[src/rtl/accum_drain.sv]
// -----------------------------------------------------------------------------
// accum_drain
//
// Read-side drain engine for one accumCol instance. After a tile's
// accumulation has finished, a start pulse launches a walk over read
// addresses 0..N-1. One rd_en is issued per address. The returned words are
// streamed out on a valid/ready interface in address order. out_last marks
// the final word, and done pulses for one cycle once that word has been
// accepted downstream.
//
// Ports
//   clk        in   rising-edge clock
//   reset      in   synchronous, active-high; clears FSM, counters and buffer
//   start      in   begin a drain (only looked at while idle)
//   num_rows   in   number of words to drain, captured with an accepted start
//   busy       out  high from accepted start through the done cycle
//   done       out  one-cycle pulse after the final word handshakes
//   rd_en      out  read strobe to accumCol
//   rd_addr    out  read address to accumCol (0 whenever rd_en is low)
//   rd_data    in   accumCol read data, valid the cycle after rd_en
//   out_valid  out  out_data holds a word
//   out_ready  in   downstream accepts when out_valid && out_ready at posedge
//   out_data   out  drained word
//   out_last   out  qualifies the word read from address N-1
// -----------------------------------------------------------------------------
module accum_drain #(
  parameter  int DATA_WIDTH     = 8,
  parameter  int MAX_OUT_ROWS   = 128,
  parameter  int MAX_OUT_COLS   = 128,
  parameter  int SYS_ARR_COLS   = 16,
  localparam int NUM_ACCUM_ROWS = MAX_OUT_ROWS * (MAX_OUT_COLS / SYS_ARR_COLS),
  localparam int ADDR_W         = $clog2(NUM_ACCUM_ROWS)
) (
  input  logic                  clk,
  input  logic                  reset,
  input  logic                  start,
  input  logic [ADDR_W:0]       num_rows,
  output logic                  busy,
  output logic                  done,
  output logic                  rd_en,
  output logic [ADDR_W-1:0]     rd_addr,
  input  logic [DATA_WIDTH-1:0] rd_data,
  output logic                  out_valid,
  input  logic                  out_ready,
  output logic [DATA_WIDTH-1:0] out_data,
  output logic                  out_last
);

  // Counters carry one extra bit so that a full-depth drain
  // (N == NUM_ACCUM_ROWS) can be represented without wrapping.
  localparam int              CNT_W = ADDR_W + 1;
  localparam logic [CNT_W-1:0] MAX_N = CNT_W'(NUM_ACCUM_ROWS);
  localparam logic [CNT_W-1:0] CNT_ZERO = {CNT_W{1'b0}};
  localparam logic [CNT_W-1:0] CNT_ONE  = CNT_W'(1);

  typedef enum logic [1:0] {
    S_IDLE  = 2'd0,
    S_READ  = 2'd1,
    S_FLUSH = 2'd2,
    S_DONE  = 2'd3
  } state_t;

  // Registered state
  state_t                state_q,     state_d;
  logic [CNT_W-1:0]      n_q,         n_d;          // captured drain length
  logic [CNT_W-1:0]      last_idx_q,  last_idx_d;   // N-1, index of the last word
  logic [CNT_W-1:0]      issue_cnt_q, issue_cnt_d;  // reads issued so far
  logic [CNT_W-1:0]      pop_cnt_q,   pop_cnt_d;    // words accepted downstream
  logic                  inflight_q,  inflight_d;   // rd_en of the previous cycle
  logic [1:0]            buf_cnt_q,   buf_cnt_d;    // occupancy of the 2-entry buffer
  logic [DATA_WIDTH-1:0] buf0_q,      buf0_d;       // buffer head (drives out_data)
  logic [DATA_WIDTH-1:0] buf1_q,      buf1_d;       // buffer second entry

  // Combinational helpers
  logic                  out_valid_s;
  logic                  pop_s;
  logic [2:0]            occ_s;       // buffer + inflight - pop, i.e. next occupancy
  logic [1:0]            keep_s;      // entries left in the buffer after this pop
  logic                  push0_s;
  logic                  push1_s;
  logic                  rd_en_s;
  logic [ADDR_W-1:0]     rd_addr_s;
  logic [CNT_W-1:0]      start_n_s;
  logic [CNT_W-1:0]      issue_sum_s;

  assign out_valid_s = (buf_cnt_q != 2'd0);

  // Read issue: a new read is allowed only if the buffer can still hold it
  // once the word already on rd_data lands, counting this cycle's pop.
  always_comb begin
    pop_s = out_valid_s & out_ready;
    occ_s = {1'b0, buf_cnt_q} + {2'b00, inflight_q} - {2'b00, pop_s};
    if ((state_q == S_READ) && (issue_cnt_q < n_q) && (occ_s < 3'd2)) begin
      rd_en_s = 1'b1;
    end else begin
      rd_en_s = 1'b0;
    end
    if (rd_en_s) begin
      rd_addr_s = issue_cnt_q[ADDR_W-1:0];
    end else begin
      rd_addr_s = {ADDR_W{1'b0}};
    end
  end

  // Return buffer: pop shifts entry 1 into the head; the word returned for
  // last cycle's read lands in the first free slot after the pop.
  always_comb begin
    keep_s  = buf_cnt_q - {1'b0, pop_s};
    push0_s = inflight_q & (keep_s == 2'd0);
    push1_s = inflight_q & (keep_s != 2'd0);
    if (push0_s) begin
      buf0_d = rd_data;
    end else if (pop_s) begin
      buf0_d = buf1_q;
    end else begin
      buf0_d = buf0_q;
    end
    if (push1_s) begin
      buf1_d = rd_data;
    end else begin
      buf1_d = buf1_q;
    end
    buf_cnt_d  = occ_s[1:0];
    inflight_d = rd_en_s;
  end

  // Requested length, clamped to the accumulator depth.
  always_comb begin
    if (num_rows > MAX_N) begin
      start_n_s = MAX_N;
    end else begin
      start_n_s = num_rows;
    end
  end

  // FSM next state and counter updates.
  always_comb begin
    state_d     = state_q;
    n_d         = n_q;
    last_idx_d  = last_idx_q;
    issue_sum_s = issue_cnt_q + {{(CNT_W-1){1'b0}}, rd_en_s};
    issue_cnt_d = issue_cnt_q;
    pop_cnt_d   = pop_cnt_q + {{(CNT_W-1){1'b0}}, pop_s};
    case (state_q)
      S_IDLE: begin
        if (start) begin
          n_d         = start_n_s;
          last_idx_d  = start_n_s - CNT_ONE;
          issue_cnt_d = CNT_ZERO;
          pop_cnt_d   = CNT_ZERO;
          // An empty drain skips straight to the done cycle.
          if (start_n_s == CNT_ZERO) begin
            state_d = S_DONE;
          end else begin
            state_d = S_READ;
          end
        end else begin
          state_d = S_IDLE;
        end
      end
      S_READ: begin
        issue_cnt_d = issue_sum_s;
        if (issue_sum_s == n_q) begin
          state_d = S_FLUSH;
        end else begin
          state_d = S_READ;
        end
      end
      S_FLUSH: begin
        // The final word always pops here: it returns at least two cycles
        // after the last read, and READ has already been left by then.
        if (pop_s && (pop_cnt_q == last_idx_q)) begin
          state_d = S_DONE;
        end else begin
          state_d = S_FLUSH;
        end
      end
      S_DONE: begin
        state_d = S_IDLE;
      end
      default: begin
        state_d = S_IDLE;
      end
    endcase
  end

  // State register with synchronous reset; any in-flight read is dropped.
  always_ff @(posedge clk) begin
    if (reset) begin
      state_q     <= S_IDLE;
      n_q         <= CNT_ZERO;
      last_idx_q  <= CNT_ZERO;
      issue_cnt_q <= CNT_ZERO;
      pop_cnt_q   <= CNT_ZERO;
      inflight_q  <= 1'b0;
      buf_cnt_q   <= 2'd0;
      buf0_q      <= {DATA_WIDTH{1'b0}};
      buf1_q      <= {DATA_WIDTH{1'b0}};
    end else begin
      state_q     <= state_d;
      n_q         <= n_d;
      last_idx_q  <= last_idx_d;
      issue_cnt_q <= issue_cnt_d;
      pop_cnt_q   <= pop_cnt_d;
      inflight_q  <= inflight_d;
      buf_cnt_q   <= buf_cnt_d;
      buf0_q      <= buf0_d;
      buf1_q      <= buf1_d;
    end
  end

  // rd_en must react to out_ready in the same cycle to keep one word per
  // cycle under a continuous ready, so the read strobe is not re-registered.
  assign rd_en     = rd_en_s;
  assign rd_addr   = rd_addr_s;
  assign busy      = (state_q != S_IDLE);
  assign done      = (state_q == S_DONE);
  assign out_valid = out_valid_s;
  assign out_data  = buf0_q;
  // The head is word number pop_cnt_q, so it is the last one when that
  // index equals N-1.
  assign out_last  = out_valid_s & (pop_cnt_q == last_idx_q);

endmodule
[config.mk]
export PLATFORM = sky130hd
export DESIGN_NAME = accum_drain
export DESIGN_NICKNAME = d
export VERILOG_FILES = /design/src/rtl/accum_drain.sv
export SDC_FILE = /design/constraint.sdc
export NUM_CORES = 1
export LEC_CHECK = 0
export BUFFER_PORTS_ARGS = -buffer_cell sky130_fd_sc_hd__buf_4
export CORE_ASPECT_RATIO = 1.1
export CORE_UTILIZATION = 50
export DETAILED_ROUTE_END_ITERATION = 8
export PLACE_DENSITY_LB_ADDON = 0.05
export SKIP_LAST_GASP = 1
export SLEW_MARGIN = 25
export SYNTH_ARGS = -nofsm -noshare
export SYNTH_HDL_FRONTEND = slang
export SYNTH_SLANG_ARGS = --single-unit
[constraint.sdc]
create_clock -name clk -period 5.6 [get_ports clk]
set_input_delay 0.56 -clock clk [delete_from_list [all_inputs] [get_ports clk]]
set_output_delay 0.56 -clock clk [all_outputs]
set_load 0.05 [all_outputs]
* Word level (Yosys, flattened, before mapping)
Cells that the tools add are included.
Storage, ports and cells: register bits after elaboration 65, bits of input ports 23, output and inout port bits 23, word-level logic and storage cells 55
Cells by class: add/sub/neg operators 6, magnitude comparators 3, equality and inequality tests 6, mux-type cells 14, bitwise logic cells 4, reduce and logical (&&, ||, !) cells 13
Operators by type and width (count):
- two-way mux 11 bit | 4
- adder 11 x 1 -> 11 bit | 2
- equality test 11 bit | 2
- case mux 11 bit (2 select lines) | 1
- two-way mux 8 bit | 2
- > comparator 11 bit (second input constant) | 1
- zero test 11 bit | 1
- < comparator 11 bit | 1
- subtractor 11 x 1 -> 11 bit (second input constant) | 1
- two-way mux 10 bit | 1
- nonzero test 2 bit | 5
- case mux 2 bit (4 select lines) | 1
- two-way mux 2 bit | 3
- AND 1 bit | 4
- equality test 2 bit (second input constant) | 2
- zero test 2 bit | 2
- AND reduction 2 bit | 2
- adder 2 x 1 -> 3 bit | 1
- logical AND 1 bit | 3
- < comparator 3 x 2 -> 1 bit (second input constant) | 1
- subtractor 3 x 1 -> 3 bit | 1
- equality test 2 x 1 -> 1 bit (second input constant) | 1
- two-way mux 1 bit | 2
- inequality test 2 bit (second input constant) | 1
- subtractor 2 x 1 -> 2 bit | 1

* Logic depth before layout (Yosys ltp)
word-level depth 10, depth in mapped cells 20, depth with buffers taken out 19

* Least setup slack after synthesis
OpenSTA, ideal clock, no wires.
path type input to register, start point in out_ready, end point reg state_q[1], library setup time 0.074 ns, arrival time 5.026 ns, data required time 5.526 ns, slack 0.500 ns, cell stages on the path 20, path buffers 2, cells stage by stage o21ai_0 -> clkbuf_1 -> or2_2 -> inv_1 -> fa_1 -> xnor2_1 -> nand4b_1 -> a21oi_1 -> and2_1 -> o21ai_1 -> nand2_1 -> ha_1 -> ha_1 -> and3_1 -> buf_6 -> xnor2_1 -> nor4_2 -> nand4_1 -> or4_1 -> a31oi_1
Between the ends: longest elaborated chain between the ends 9
RTL lines:
- start: declaration | RTL line 44 | input logic out_ready,
- AND 1 bit | RTL line 91 | pop_s = out_valid_s & out_ready;
- subtractor 3 x 1 -> 3 bit | RTL line 92 | occ_s = {1'b0, buf_cnt_q} + {2'b00, inflight_q} - {2'b00, pop_s};
- < comparator 3 x 2 -> 1 bit | RTL line 93 | if ((state_q == S_READ) && (issue_cnt_q < n_q) && (occ_s < 3'd2)) begin
- logical AND 1 bit | RTL line 93
- two-way mux 1 bit | RTL line 93
- via rd_en | RTL line 40 | output logic rd_en,
- adder 11 x 1 -> 11 bit | RTL line 141 | issue_sum_s = issue_cnt_q + {{(CNT_W-1){1'b0}}, rd_en_s};
- equality test 11 bit | RTL line 163 | if (issue_sum_s == n_q) begin
- two-way mux 2 bit | RTL line 163
- case mux 2 bit (4 select lines) | RTL line 144 | case (state_q)
- end signal: assignment | RTL line 200 | state_q <= state_d;
- end: declaration | RTL line 64 | state_t state_q, state_d;
The timed path passes the listed nets, and every way through them passes these cells. A chain may end at the register's enable or synchronous reset.

* Final worst setup path
start point reg buf_cnt_q[1], end point reg state_q[1]
Between the ends: longest elaborated chain between the ends 10, elaborated cells between the ends (all ways) 11, those cells by class add/sub: 3; order compare: 1; eq/ne: 1; mux: 3; bitwise: 1; reduce/logical: 2
RTL lines:
- start: declaration | RTL line 70 | logic [1:0] buf_cnt_q, buf_cnt_d;
- start signal: assignment | RTL line 206 | buf_cnt_q <= buf_cnt_d;
- parallel branches: the longest is 2 deep, another holds adder 2 x 1 -> 3 bit
- subtractor 3 x 1 -> 3 bit * | RTL line 92
- < comparator 3 x 2 -> 1 bit * | RTL line 93
- logical AND 1 bit * | RTL line 93
- two-way mux 1 bit * | RTL line 93
- adder 11 x 1 -> 11 bit * | RTL line 141
- equality test 11 bit * | RTL line 163
- two-way mux 2 bit * | RTL line 163
- case mux 2 bit (4 select lines) * | RTL line 144
Every way passes the cells marked *.

==> out/results.txt <==
status - finished clean
count of cell types in the netlist - 50
Residual DRC - 0
met2 wire length - 3810 um
wl on met1 - 4060 um
Post-synth top flop - dfxtp_1
setup_tns - 0 ps
Clk pwr share - 24.6%
Worst-path clk slew - 80 ps
crit path cell chain - o21ai_1, buf_4, mux2i_1, ha_1, inv_1, fa_1, xnor2_1, nand4b_1, a21oi_1, and2_1, o21ai_1, nand2_1, ha_1, ha_1, and3_1, xnor2_1, nor4_2, nand4_1, or4_1, a31oi_1
XOR/XNOR share of the synthesized area - 10.2%
vias in the first global route - 2938
gr ovfl total - 0
number of fill cells - 657
average wire per standard cell - 14.5 um
PD cells - 346 mW/mm^2
Crit path arrival time - 4960 ps
final WL - 8270 um
ant diodes - 0
DRT Pass-1 Iters - 4
Starting Density - 52.2%
largest family of logic cells by synthesized area - simple AND/OR/NAND/NOR gates
gpl congestion - 0.858
Std-Cell Rows - 32
sequential fraction of the synthesis area - 35.4%
via count - 3105
layout cells sized above 1 - 14.2%
slew margin rel. - 37.1%
Net Sw Frac - 38.9%
period utilization - 84.0%
initial antenna violation count - 0
CP Capture Type - flop
Die W - 83.8 um
Synth Register Bits - 65
number of synthesized flops with an enable pin - 0
uppermost layer routed - met4
Fmax - 213 MHz
Gate power share - 36.9%
Clock Skew - 11.0 ps
nets - 522
final hold vios - 0
maximum VDD drop - 0.285 mV
pin count of the biggest net entering global routing - 57
Max Slew Vio Count - 0
Layout area overhead - 13.8%
Die Area - 0.00770 sq mm
worst slew pin tran - 944 ps
CP required - 5850 ps
CTS Buf Count - 9
CP Class - flop to flop
pre-CTS setup slack - 734 ps
htree depth - 3
first-pass GRT wire length - 14100 um
vias per cell - 5.44
Max Cap Viol - 0
Final Instance Count excl. Fillers - 571
Setup violations, final - 0
post-CTS resize count - 0
adder-cell share of the synthesized area - 6.33%
DP Cell Count - 555
port bufs - 45
worst skew pair latency - 330 ps
worst setup margin - 894 ps
syn_nets - 487
Worst Setup Start Kind - flop
Die Ht - 91.9 um
Post-Synth Simple-Gate Area - 23.2%
WHS - 469 ps
async set-reset flop share out of synthesis - 0%
synthesized cell area - 0.00368 sq mm
Yosys warning total - 0
cells after synthesis - 446
Mean Syn Cell Area - 8.24 sq um
Pint - 0.884 mW
Worst path max stage delay - 420 ps
WL met3 - 302 um
DP HPWL - 5960 um
# clock sinks - 65
static leakage - 1.81 nW
ANT nets after route - 0
min Tclk post-route - 4710 ps
Post-CTS Setup Bufs - 0
clk buf depth - 2
Detailed Route Iter0 Violations - 125
Root Driver - clkbuf_8
CTS tree - built
I/O pin count - 46
RSZ-0062 raised after global routing - false
GRT Util Overall - 22.7%
CP max-delay cell - dfxtp_1
Max FO, Critical Path - 9
post-synthesis mux area share - 5.48%
Reg power frac - 38.5%
most frequent CP cell - ha_1
cts hold-fix bufs - 0
Synth Area in Compound Gates - 13.8%
Core Box Area - 0.00705 sq mm
Hold WC Path Type - primary input to flop
P_sw - 0.562 mW
==> stage by stage <==
| step | power [mW] | util [%] | instance area, sq um |
|---|---|---|---|
| global placement | 1.09 | 56.9 | 4010 |
| global route | 1.55 | 59.4 | 4180 |
| CTS | 1.46 | 59.4 | 4180 |
| finish | 1.45 | 59.4 | 4180 |
| floorplan | 0.965 | - | 3680 |
| detailed placement | 1.10 | 56.9 | 4010 |
==> final cells by class <==
type                            count  area [sq um]  area share (%)
Multi-Input combinational cell    338          2170            52.0
Sequential cell                    65          1300            31.1
Timing Repair Buffer               47           353            8.44
Clock buffer                       12           145            3.47
Tap cell                           85           106            2.54
Inverter                           20          75.1            1.79
Clock inverter                      4          28.8           0.688
==> flip-flops by register name (all words and copies together) (netlist names) <==
signal       count
buf1_q           8
buf_cnt_q        2
inflight_q       1
issue_cnt_q     11
last_idx_q      11
n_q             11
out_data         8
pop_cnt_q       11
state_q          2
==> cells in the mapped netlist (2+ instances only) <==
cell / n / area [sq um]
dfxtp_1: 65 / 1300
nor2_1: 62 / 233
nand2_1: 40 / 150
a21oi_1: 28 / 140
xor2_1: 24 / 210
inv_1: 20 / 75.1
mux2i_1: 19 / 190
xnor2_1: 19 / 166
ha_1: 17 / 213
a211oi_1: 16 / 120
nor3_1: 14 / 70.1
clkbuf_1: 13 / 48.8
nand3_1: 11 / 55.1
o21ai_0: 11 / 55.1
nand2b_1: 9 / 56.3
a21boi_0: 7 / 52.6
nor2b_1: 7 / 43.8
nand3b_1: 6 / 45.0
nor4_1: 5 / 31.3
and3_1: 4 / 25.0
nand4_1: 4 / 25.0
and2_1: 3 / 18.8
buf_2: 3 / 15.0
buf_6: 3 / 33.8
a21o_1: 2 / 15.0
a22oi_1: 2 / 15.0
a311oi_1: 2 / 17.5
a31oi_1: 2 / 12.5
and4_1: 2 / 17.5
buf_4: 2 / 15.0
o211ai_1: 2 / 15.0
o21a_1: 2 / 15.0
or2_2: 2 / 12.5
or3_1: 2 / 12.5
==> cells by family (layout without fill, tap and decap cells) <==
| logic type | count (synthesis) | count (layout) |
|---|---|---|
| XOR/XNOR | 43 | 43 |
| buffers and inverters | 43 | 83 |
| multiplexers | 20 | 20 |
| adder cells (fa/ha/maj) | 18 | 18 |
| AND/OR/NAND/NOR | 177 | 177 |
| flip-flops | 65 | 65 |
| AO/OA/AOI/OAI | 80 | 80 |
==> worst paths after layout <==
path	start	endpoint	slack, ps	cells after the start
worst max-delay path	buf_cnt_q[1]$_SDFF_PP0_	state_q[1]$_SDFF_PP0_	890	20
worst min-delay path	rd_data[1]	buf1_q[1]$_SDFFE_PP0P_	470	3
worst max register to register	buf_cnt_q[1]$_SDFF_PP0_	state_q[1]$_SDFF_PP0_	890	20
worst min register to register	last_idx_q[6]$_SDFFE_PP0P_	last_idx_q[6]$_SDFFE_PP0P_	480	2
==> routing by layer <==
metal	global-route usage, %	vias up
met5	0	-
met4	6.50	0
met3	4.05	11
met2	37.2	60
met1	30.5	1435
li1	-	1599
==> power by group through the flow <==
| stage | combinational, mW | clock [mW] | sequential, mW |
|---|---|---|---|
| floorplan | 0.353 | 0 | 0.611 |
| global placement | 0.525 | 0 | 0.569 |
| detailed placement | 0.534 | 0 | 0.568 |
| CTS | 0.537 | 0.363 | 0.558 |
| global route | 0.593 | 0.391 | 0.565 |
| finish | 0.534 | 0.356 | 0.557 |
==> layout by cell type, fill, tap and decap left out, types with 2 or more instances in the layout <==
| master | instances |
|---|---|
| dfxtp_1 | 65 |
| nor2_1 | 62 |
| buf_4 | 47 |
| nand2_1 | 40 |
| a21oi_1 | 28 |
| xor2_1 | 24 |
| inv_1 | 20 |
| xnor2_1 | 19 |
| mux2i_1 | 19 |
| ha_1 | 17 |
| a211oi_1 | 16 |
| nor3_1 | 14 |
| nand3_1 | 11 |
| o21ai_0 | 10 |
| clkbuf_8 | 10 |
| nand2b_1 | 9 |
| nor2b_1 | 7 |
| a21boi_0 | 7 |
| nand3b_1 | 6 |
| nor4_1 | 5 |
| nand4_1 | 4 |
| and3_1 | 4 |
| and2_1 | 3 |
| a21o_1 | 2 |
| o211ai_1 | 2 |
| o21ai_1 | 2 |
| or2_2 | 2 |
| or3_1 | 2 |
| o21a_1 | 2 |
| a311oi_1 | 2 |
| and4_1 | 2 |
| a22oi_1 | 2 |
| a31oi_1 | 2 |
| clkbuf_1 | 2 |
| clkinvlp_4 | 2 |
==> critical path: cells and delay by family (launching register included) <==
family / cells / cell delay (ps)
AO/OA/AOI/OAI: 4 / 750
XOR/XNOR: 2 / 280
adder cells (fa/ha/maj): 4 / 1070
buffers and inverters: 2 / 260
flip-flops: 1 / 420
multiplexers: 1 / 260
AND/OR/NAND/NOR: 7 / 1580
Power figures use the tool's default switching activity.
